### config.mk
export PLATFORM = sky130hd
export DESIGN_NAME = uart_load_ctrl
export DESIGN_NICKNAME = d
export VERILOG_FILES = /design/src/rtl/uart_load_ctrl.sv
export SDC_FILE = /design/constraint.sdc
export NUM_CORES = 1
export LEC_CHECK = 0
export CAP_MARGIN = 20
export CORE_MARGIN = 2
export CORE_UTILIZATION = 42
export CTS_BUF_LIST = sky130_fd_sc_hd__clkbuf_4 sky130_fd_sc_hd__clkbuf_8 sky130_fd_sc_hd__clkbuf_16
export CTS_CLUSTER_SIZE = 12
export DETAILED_ROUTE_END_ITERATION = 12
export PLACE_DENSITY_LB_ADDON = 0.15
export SLEW_MARGIN = 25
export SYNTH_ARGS = -nofsm -noshare
export SYNTH_HDL_FRONTEND = slang
export SYNTH_SLANG_ARGS = --single-unit
### constraint.sdc
create_clock -name clk -period 3.2 [get_ports clk]
set_input_delay 0.32 -clock clk [delete_from_list [all_inputs] [get_ports clk]]
set_output_delay 0.32 -clock clk [all_outputs]
set_load 0.03 [all_outputs]
### src/rtl/uart_load_ctrl.sv
// rtl/uart_load_ctrl.sv - UART program loader sharing the memory port with a CPU
// UART words take the memory port over the CPU. A finished or timed-out load restarts the CPU.
module uart_load_ctrl #(
   parameter int MEM_WORDS  = 16384,
   parameter int RST_CYCLES = 4,
   parameter int TIMEOUT    = 1000000
) (
   input  logic        clk,
   input  logic        rst,
   input  logic        uart_wvalid,
   input  logic [31:0] uart_addr,
   input  logic [31:0] uart_data,
   input  logic        uart_done,
   input  logic        cpu_req,
   input  logic        cpu_we,
   input  logic [31:0] cpu_addr,
   input  logic [31:0] cpu_wdata,
   output logic        mem_we,
   output logic [31:0] mem_addr,
   output logic [31:0] mem_wdata,
   output logic        cpu_stall,
   output logic        cpu_rst,
   output logic        loading,
   output logic [15:0] word_cnt,
   output logic        err
);

   typedef enum logic [1:0] {RUN, LOAD, RESTART} state_t;

   localparam logic [32:0] ADDR_LIMIT = 33'(4 * MEM_WORDS);
   localparam logic [31:0] IDLE_LAST  = 32'(TIMEOUT - 2);
   localparam logic [31:0] RST_LAST   = 32'(RST_CYCLES - 1);

   state_t      state;
   logic [31:0] idle_cnt;
   logic [31:0] rst_cnt;
   logic        accept;
   logic [15:0] cnt_next;

   assign accept   = (uart_addr[1:0] == 2'b00) && ({1'b0, uart_addr} < ADDR_LIMIT);
   assign cnt_next = (word_cnt == 16'hFFFF) ? word_cnt : word_cnt + 16'd1;

   always_comb begin
      mem_we    = 1'b0;
      mem_addr  = 32'd0;
      mem_wdata = 32'd0;
      if (uart_wvalid) begin
         mem_we    = accept;
         mem_addr  = uart_addr;
         mem_wdata = uart_data;
      end else if (state == RUN) begin
         mem_we    = cpu_req & cpu_we;
         mem_addr  = cpu_addr;
         mem_wdata = cpu_wdata;
      end
   end

   assign cpu_stall = (state != RUN) | uart_wvalid;
   assign loading   = (state != RUN);
   assign cpu_rst   = (state == RESTART);

   always_ff @(posedge clk) begin
      if (rst) begin
         state    <= RUN;
         idle_cnt <= 32'd0;
         rst_cnt  <= 32'd0;
         word_cnt <= 16'd0;
         err      <= 1'b0;
      end else begin
         case (state)
            RUN: begin
               rst_cnt <= 32'd0;
               if (uart_wvalid) begin
                  // A new load starts from a clean count and error flag.
                  state    <= LOAD;
                  idle_cnt <= 32'd0;
                  word_cnt <= accept ? 16'd1 : 16'd0;
                  err      <= ~accept;
               end
            end
            LOAD: begin
               rst_cnt <= 32'd0;
               if (uart_wvalid) begin
                  idle_cnt <= 32'd0;
                  if (accept) word_cnt <= cnt_next;
                  else        err      <= 1'b1;
                  if (uart_done) state <= RESTART;
               end else if (uart_done) begin
                  state <= RESTART;
               end else begin
                  idle_cnt <= idle_cnt + 32'd1;
                  if (idle_cnt == IDLE_LAST) begin
                     err   <= 1'b1;
                     state <= RESTART;
                  end
               end
            end
            RESTART: begin
               if (uart_wvalid) begin
                  // Late word: resume loading, keep the running count and error.
                  state    <= LOAD;
                  rst_cnt  <= 32'd0;
                  idle_cnt <= 32'd0;
                  if (accept) word_cnt <= cnt_next;
                  else        err      <= 1'b1;
               end else if (rst_cnt == RST_LAST) begin
                  state   <= RUN;
                  rst_cnt <= 32'd0;
               end else begin
                  rst_cnt <= rst_cnt + 32'd1;
               end
            end
            default: state <= RUN;
         endcase
      end
   end

endmodule

== Word-level counts from Yosys, hierarchy flattened ==
Cells that the tools add are included.
Storage, ports and cells
  word-level logic and storage cells: 77
  memories kept: 0
  input port bits: 134
  RAM bits: 0
  bits in registers: 83
  output and inout port bits: 85
  bits in latches: 0
  ROM bits: 0
Operators by class
  add/subtract/negate cells: 3
  multiplexer cells: 34
  divide/modulo/power cells: 0
  reduce and logical (&&, ||, !) cells: 15
  equal/unequal tests: 16
  bitwise logic cells: 3
  shift-type cells: 0
  multipliers: 0
  magnitude comparators: 1
Operator list (number)
  $mux W32: 9
  $pmux W32 S2: 2
  $add A32 B1 Y32 const B: 2
  $mux W16: 4
  $eq A32 B2 Y1 const B: 1
  $eq A32 B20 Y1 const B: 1
  $lt A32 B17 Y1 const B: 1
  $pmux W16 S2: 1
  $add A16 B1 Y16 const B: 1
  $eq A16 B16 Y1 const B: 1
  $mux W2: 7
  $ne A3 B3 Y1 const B: 4
  $reduce_and A5 Y1: 2
  $mux W1: 9
  $reduce_bool A2 Y1: 4
  $ne A2 B1 Y1 const B: 3
  $ne A2 B2 Y1 const B: 3
  $pmux W2 S3: 1
  $reduce_or A2 Y1: 3
  $logic_not A2 Y1: 2
  $reduce_and A4 Y1: 1
  $ne A3 B2 Y1 const B: 1
  $pmux W1 S3: 1
  $reduce_and A3 Y1: 1
  7 further kinds: 7

== Longest topological paths before layout ==
  word-level depth: 5
  mapped depth: 9
  depth with buffers taken out: 8

== Worst setup path before layout ==
OpenSTA, ideal clock, no wires.
  path type: register -> register
  start: reg state[0]
  end: reg word_cnt[0]
  slack: 0.875 ns
  arrival time: 2.250 ns
  library setup time: 0.074 ns
  data required time: 3.126 ns
  period minus slack after synthesis: 2.325 ns
  buffers on the path: 1
  cell stages (with the launch flop): 10
  cell sequence: dfxtp_1 > inv_1 > ha_1 > inv_1 > nor2_1 > nor3_1 > clkbuf_1 > nor2_1 > or4_1 > a31oi_1
Between the ends
  longest elaborated chain between the ends: 4
  elaborated cells between the ends (all ways): 11
  classes of those cells: eq/ne: 6; mux: 1; reduce/logical: 4
Ends and longest elaborated chain
  start: declaration: line 34  | state_t state;
  start signal: assignment: line 64  | state <= RUN;
  start signal: assignment: line 75  | state <= LOAD;
  start signal: assignment: line 87  | if (uart_done) state <= RESTART;
  $eq A2 B2 Y1 or $eq A2 B1 Y1 (tied branches): line 70  | case (state)
  $reduce_or A2 Y1 (no source line)
  $ne A2 B2 Y1 (no source line) (tied with other cells)
  $reduce_and A5 Y1 (no source line)
  end signal: assignment: line 77  | word_cnt <= accept ? 16'd1 : 16'd0;
  end signal: assignment: line 85  | if (accept) word_cnt <= cnt_next;
  end signal: assignment: line 104  | if (accept) word_cnt <= cnt_next;
  end: declaration: line 24  | output logic [15:0] word_cnt,
Parallel ways exist; a longest one is shown, timed or not.
A chain may end at the register's enable or synchronous reset.

== Worst setup path in the final report ==
  start: reg state[0]
  end: out mem_addr[9]
Between the ends
  longest elaborated chain between the ends: 3
Ends and longest elaborated chain
  $logic_not A2 Y1: line 51  | end else if (state == RUN) begin
  $mux W32: line 51
  $mux W32: line 47  | if (uart_wvalid) begin
  end: declaration: line 19  | output logic [31:0] mem_addr,
No other way between the ends.

==> impl_metrics.csv <==
group,metric,value,unit
timing,slew_headroom,49.80,%
global_routing,antenna_found_initial,2,
die,io_pins,219,
yosys,synth-compound-area-share,19.20,%
yosys,synth_area_leaders,"dfxtp_1 (35%), a22o_1 (12%), xor2_1 (8.9%)",
global_routing,grt_max_degree,67,
placement,port_buffers,218,
setup_path,cp-start-kind,"flop",
hold_path,min_path_type,"flop to flop",
power_and_ir_drop,irDropWorstVdd,0.0002758,V
yosys,synth_top_flop_cell,"dfxtp_1",
yosys,synth_mux_area_share,0.6354,%
setup_path,r2r_slack,490,ps
yosys,synth_top_family_by_area,"simple AND/OR/NAND/NOR gates",
timing,finClkSkew,8.808,ps
yosys,syn_avg_cell_area,8.409,um2
drt,drc,0,
clocking,cts_root_buffer,"clkbuf_8",
finish,layout_commonest_cell,"clkdlybuf4s50_1",
setup_path,cp_max_fo,66,
setup_path,crit_type,"flop to output pin",
global_routing,grt_pass1_wl,24.04,mm
global_routing,grt_pass1_vias,4848,
die,num_rows,38,
setup_path,rr_worst_depth,10,
yosys,synthAdderAreaFrac,2.383,%
finish,final_cell_mix,"clkdlybuf4s50_1 (217), nor2_1 (85), dfxtp_1 (83)",
finish,finish.instance_area,7251,um2
power_and_ir_drop,powerDensity,465.6,nW/um2
drt,vias_per_cell,5.594,
drt,drt_iter0_markers,330,
finish,fin_nets,918,
global_routing,grt-ovfl-total,0,
drt,wirelength,16.08,mm
timing,hold_slack,496.7,ps
timing,fin_crit_sh,92.47,%
setup_path,r2r-end,"word_cnt[11]",
die,start_util,43.40,%
yosys,synth_edf_count,0,
clocking,postCtsHoldBufs,0,
setup_path,crit_path_end_kind,"output pin",
setup_path,crit_start,"state[0]",
flow_run,drv_cap,0,
placement,finalWeightedCongestion,0.8504,
yosys,syn-instance-count,562,
die,die_x,110.1,um
drt,ant_nets,0,
setup_path,cp_data_arrival_time,2640,ps
yosys,synth_top_area_share,35.16,%
drt,wire_per_inst,17.45,um
run_status,status,"finished, final reports clean",
yosys,ys_warn_count,0,
timing,grt_setup_unrepaired,"false",
finish,syn_to_final_growth,53.43,%
timing,slew_viol_final,0,
yosys,synth_area,4726,um2
setup_path,worstPathRequired,2880,ps
global_routing,grtUsageTotal,25.66,%
die,coreArea,10890,um2
timing,timing.final.setup_violations,0,
power_and_ir_drop,p_leak,2.565,nW
clocking,postCtsSetupBuffers,0,
yosys,synth_seq_cells,83,
clocking,cts_made_buffers,9,
clocking,cts_resized,0,
yosys,synth_xor_area_share,11.49,%
placement,dp.final_hpwl,12.68,mm
finish,n_fill_cell,909,
yosys,synthDistinctLibCells,50,
placement,placed_cell_area,7063,um2
die,design.die.area,12120,um2
timing,worst_pin_slew,746.8,ps
timing,finalHoldViolations,0,
clocking,cts_buffer_depth,2,
yosys,yosys.area_share.simple,27.46,%
clocking,cts.sinks,83,
clocking,htree_levels,3,
timing,tns,0,ps
die,die_h,110.1,um
yosys,yosysTopAreaCell,"dfxtp_1",
clocking,clock_latency,360,ps
timing,period_minus_slack,2959,ps
drt,vias,5152,
setup_path,cp-endpoint,"mem_addr[9]",
drt,first_pass_iters,5,
yosys,syn_nets,705,
setup_path,rr_startpoint,"state[0]",
clocking,tritoncts,"yes",
finish,drive_above_1_share,5.385,%
timing,fmax,337.9,MHz
yosys,ys_seq_area_share,35.16,%
yosys,synth-async-reset-ratio,0,%
clocking,clk_pin_slew,90,ps
worst min path at each step:
stage,from,to,cells after the start
3_5_place_dp,rst_cnt[31],rst_cnt[31],2
2_1_floorplan,rst_cnt[31],rst_cnt[31],2
5_1_grt,rst_cnt[17],rst_cnt[17],2
6_report,rst_cnt[31],rst_cnt[31],2
3_3_place_gp,rst_cnt[31],rst_cnt[31],2
4_1_cts,rst_cnt[31],rst_cnt[31],2
per-stage QoR:
stage | setup slack [ps] | utilization (%) | cells | total power, mW
global placement | 512.3 | 64.87 | 904 | 2.670
detailed placement | 499.8 | 64.87 | 904 | 2.683
CTS | 244.8 | 66.57 | 920 | 3.389
global route | 96.47 | 66.59 | 921 | 3.536
finish | 240.9 | 66.59 | 921 | 3.376
floorplan | 875.5 | - | 562 | 1.995
synth_stat cells, types with 2 or more instances:
library cell and count:
o21ai_0 15, nor2b_1 2, xor2_1 48, nor4_2 2, inv_1 13, clkbuf_1 18
and4_1 8, and3_1 8, nand4b_1 5, o2111ai_1 2, dfxtp_1 83, a22o_1 63
nor3b_1 2, mux2i_1 3, o21bai_1 2, or3_1 9, nand3_1 27, or2_2 4
nor4_1 15, xnor2_1 14, nor4b_1 2, nor3_1 7, a31oi_1 3, ha_1 9
a21oi_1 14, nand4_1 22, nor2_1 86, or4_1 6, o211ai_1 8, nand2_1 33
clkbuf_8 2, o31ai_1 2, buf_1 8
state kept, by name, indices dropped and copies added (netlist names):
| signal | count |
|---|---|
| state | 2 |
| rst_cnt | 32 |
| word_cnt | 16 |
| err | 1 |
| idle_cnt | 32 |
kinds of logic (layout without fill, tap and decap cells):
| group | count (synthesis) | count (layout) |
|---|---|---|
| flops | 83 | 83 |
| compound gates | 117 | 117 |
| buf+inv | 41 | 259 |
| mux | 3 | 3 |
| simple gates | 247 | 247 |
| other cells | 0 | 1 |
| fa+ha+maj | 9 | 9 |
| xor+xnor | 62 | 62 |
report_power, final:
group          internal, mW  leakage, nW  total, mW  switching, mW
clock                 0.310       0.0933      0.708          0.398
sequential             1.05        0.669       1.08         0.0292
combinational         0.683         1.80       1.59          0.902
total                  2.05         2.57       3.38           1.33
per-layer routing:
metal / wire (um) / GRT usage [%] / vias to the layer above
li1: - / - / 2492
met1: 6794 / 32.98 / 2442
met2: 7786 / 41.59 / 193
met3: 1156 / 6.996 / 23
met4: 330 / 8.409 / 2
met5: 8 / 0 / -
critical path, cell delays in order (launching register included):
cell,delay [ps]
dfxtp_1,380
inv_1,110
ha_1,270
inv_1,130
nor2_4,140
buf_12,270
a22o_1,270
clkdlybuf4s50_1,710
cell type report:
type	count	area, um2	share of cell area [%]
repair buffers	230	2280	31.44
flip-flops and latches	83	1662	22.92
inverters	13	48.80	0.6730
diodes	1	2.502	0.03451
well taps	140	175.2	2.416
multi-input cells	438	2898	39.97
clock buffers	10	137.6	1.898
clock inverters	6	47.55	0.6557
Power figures use the tool's default switching activity.
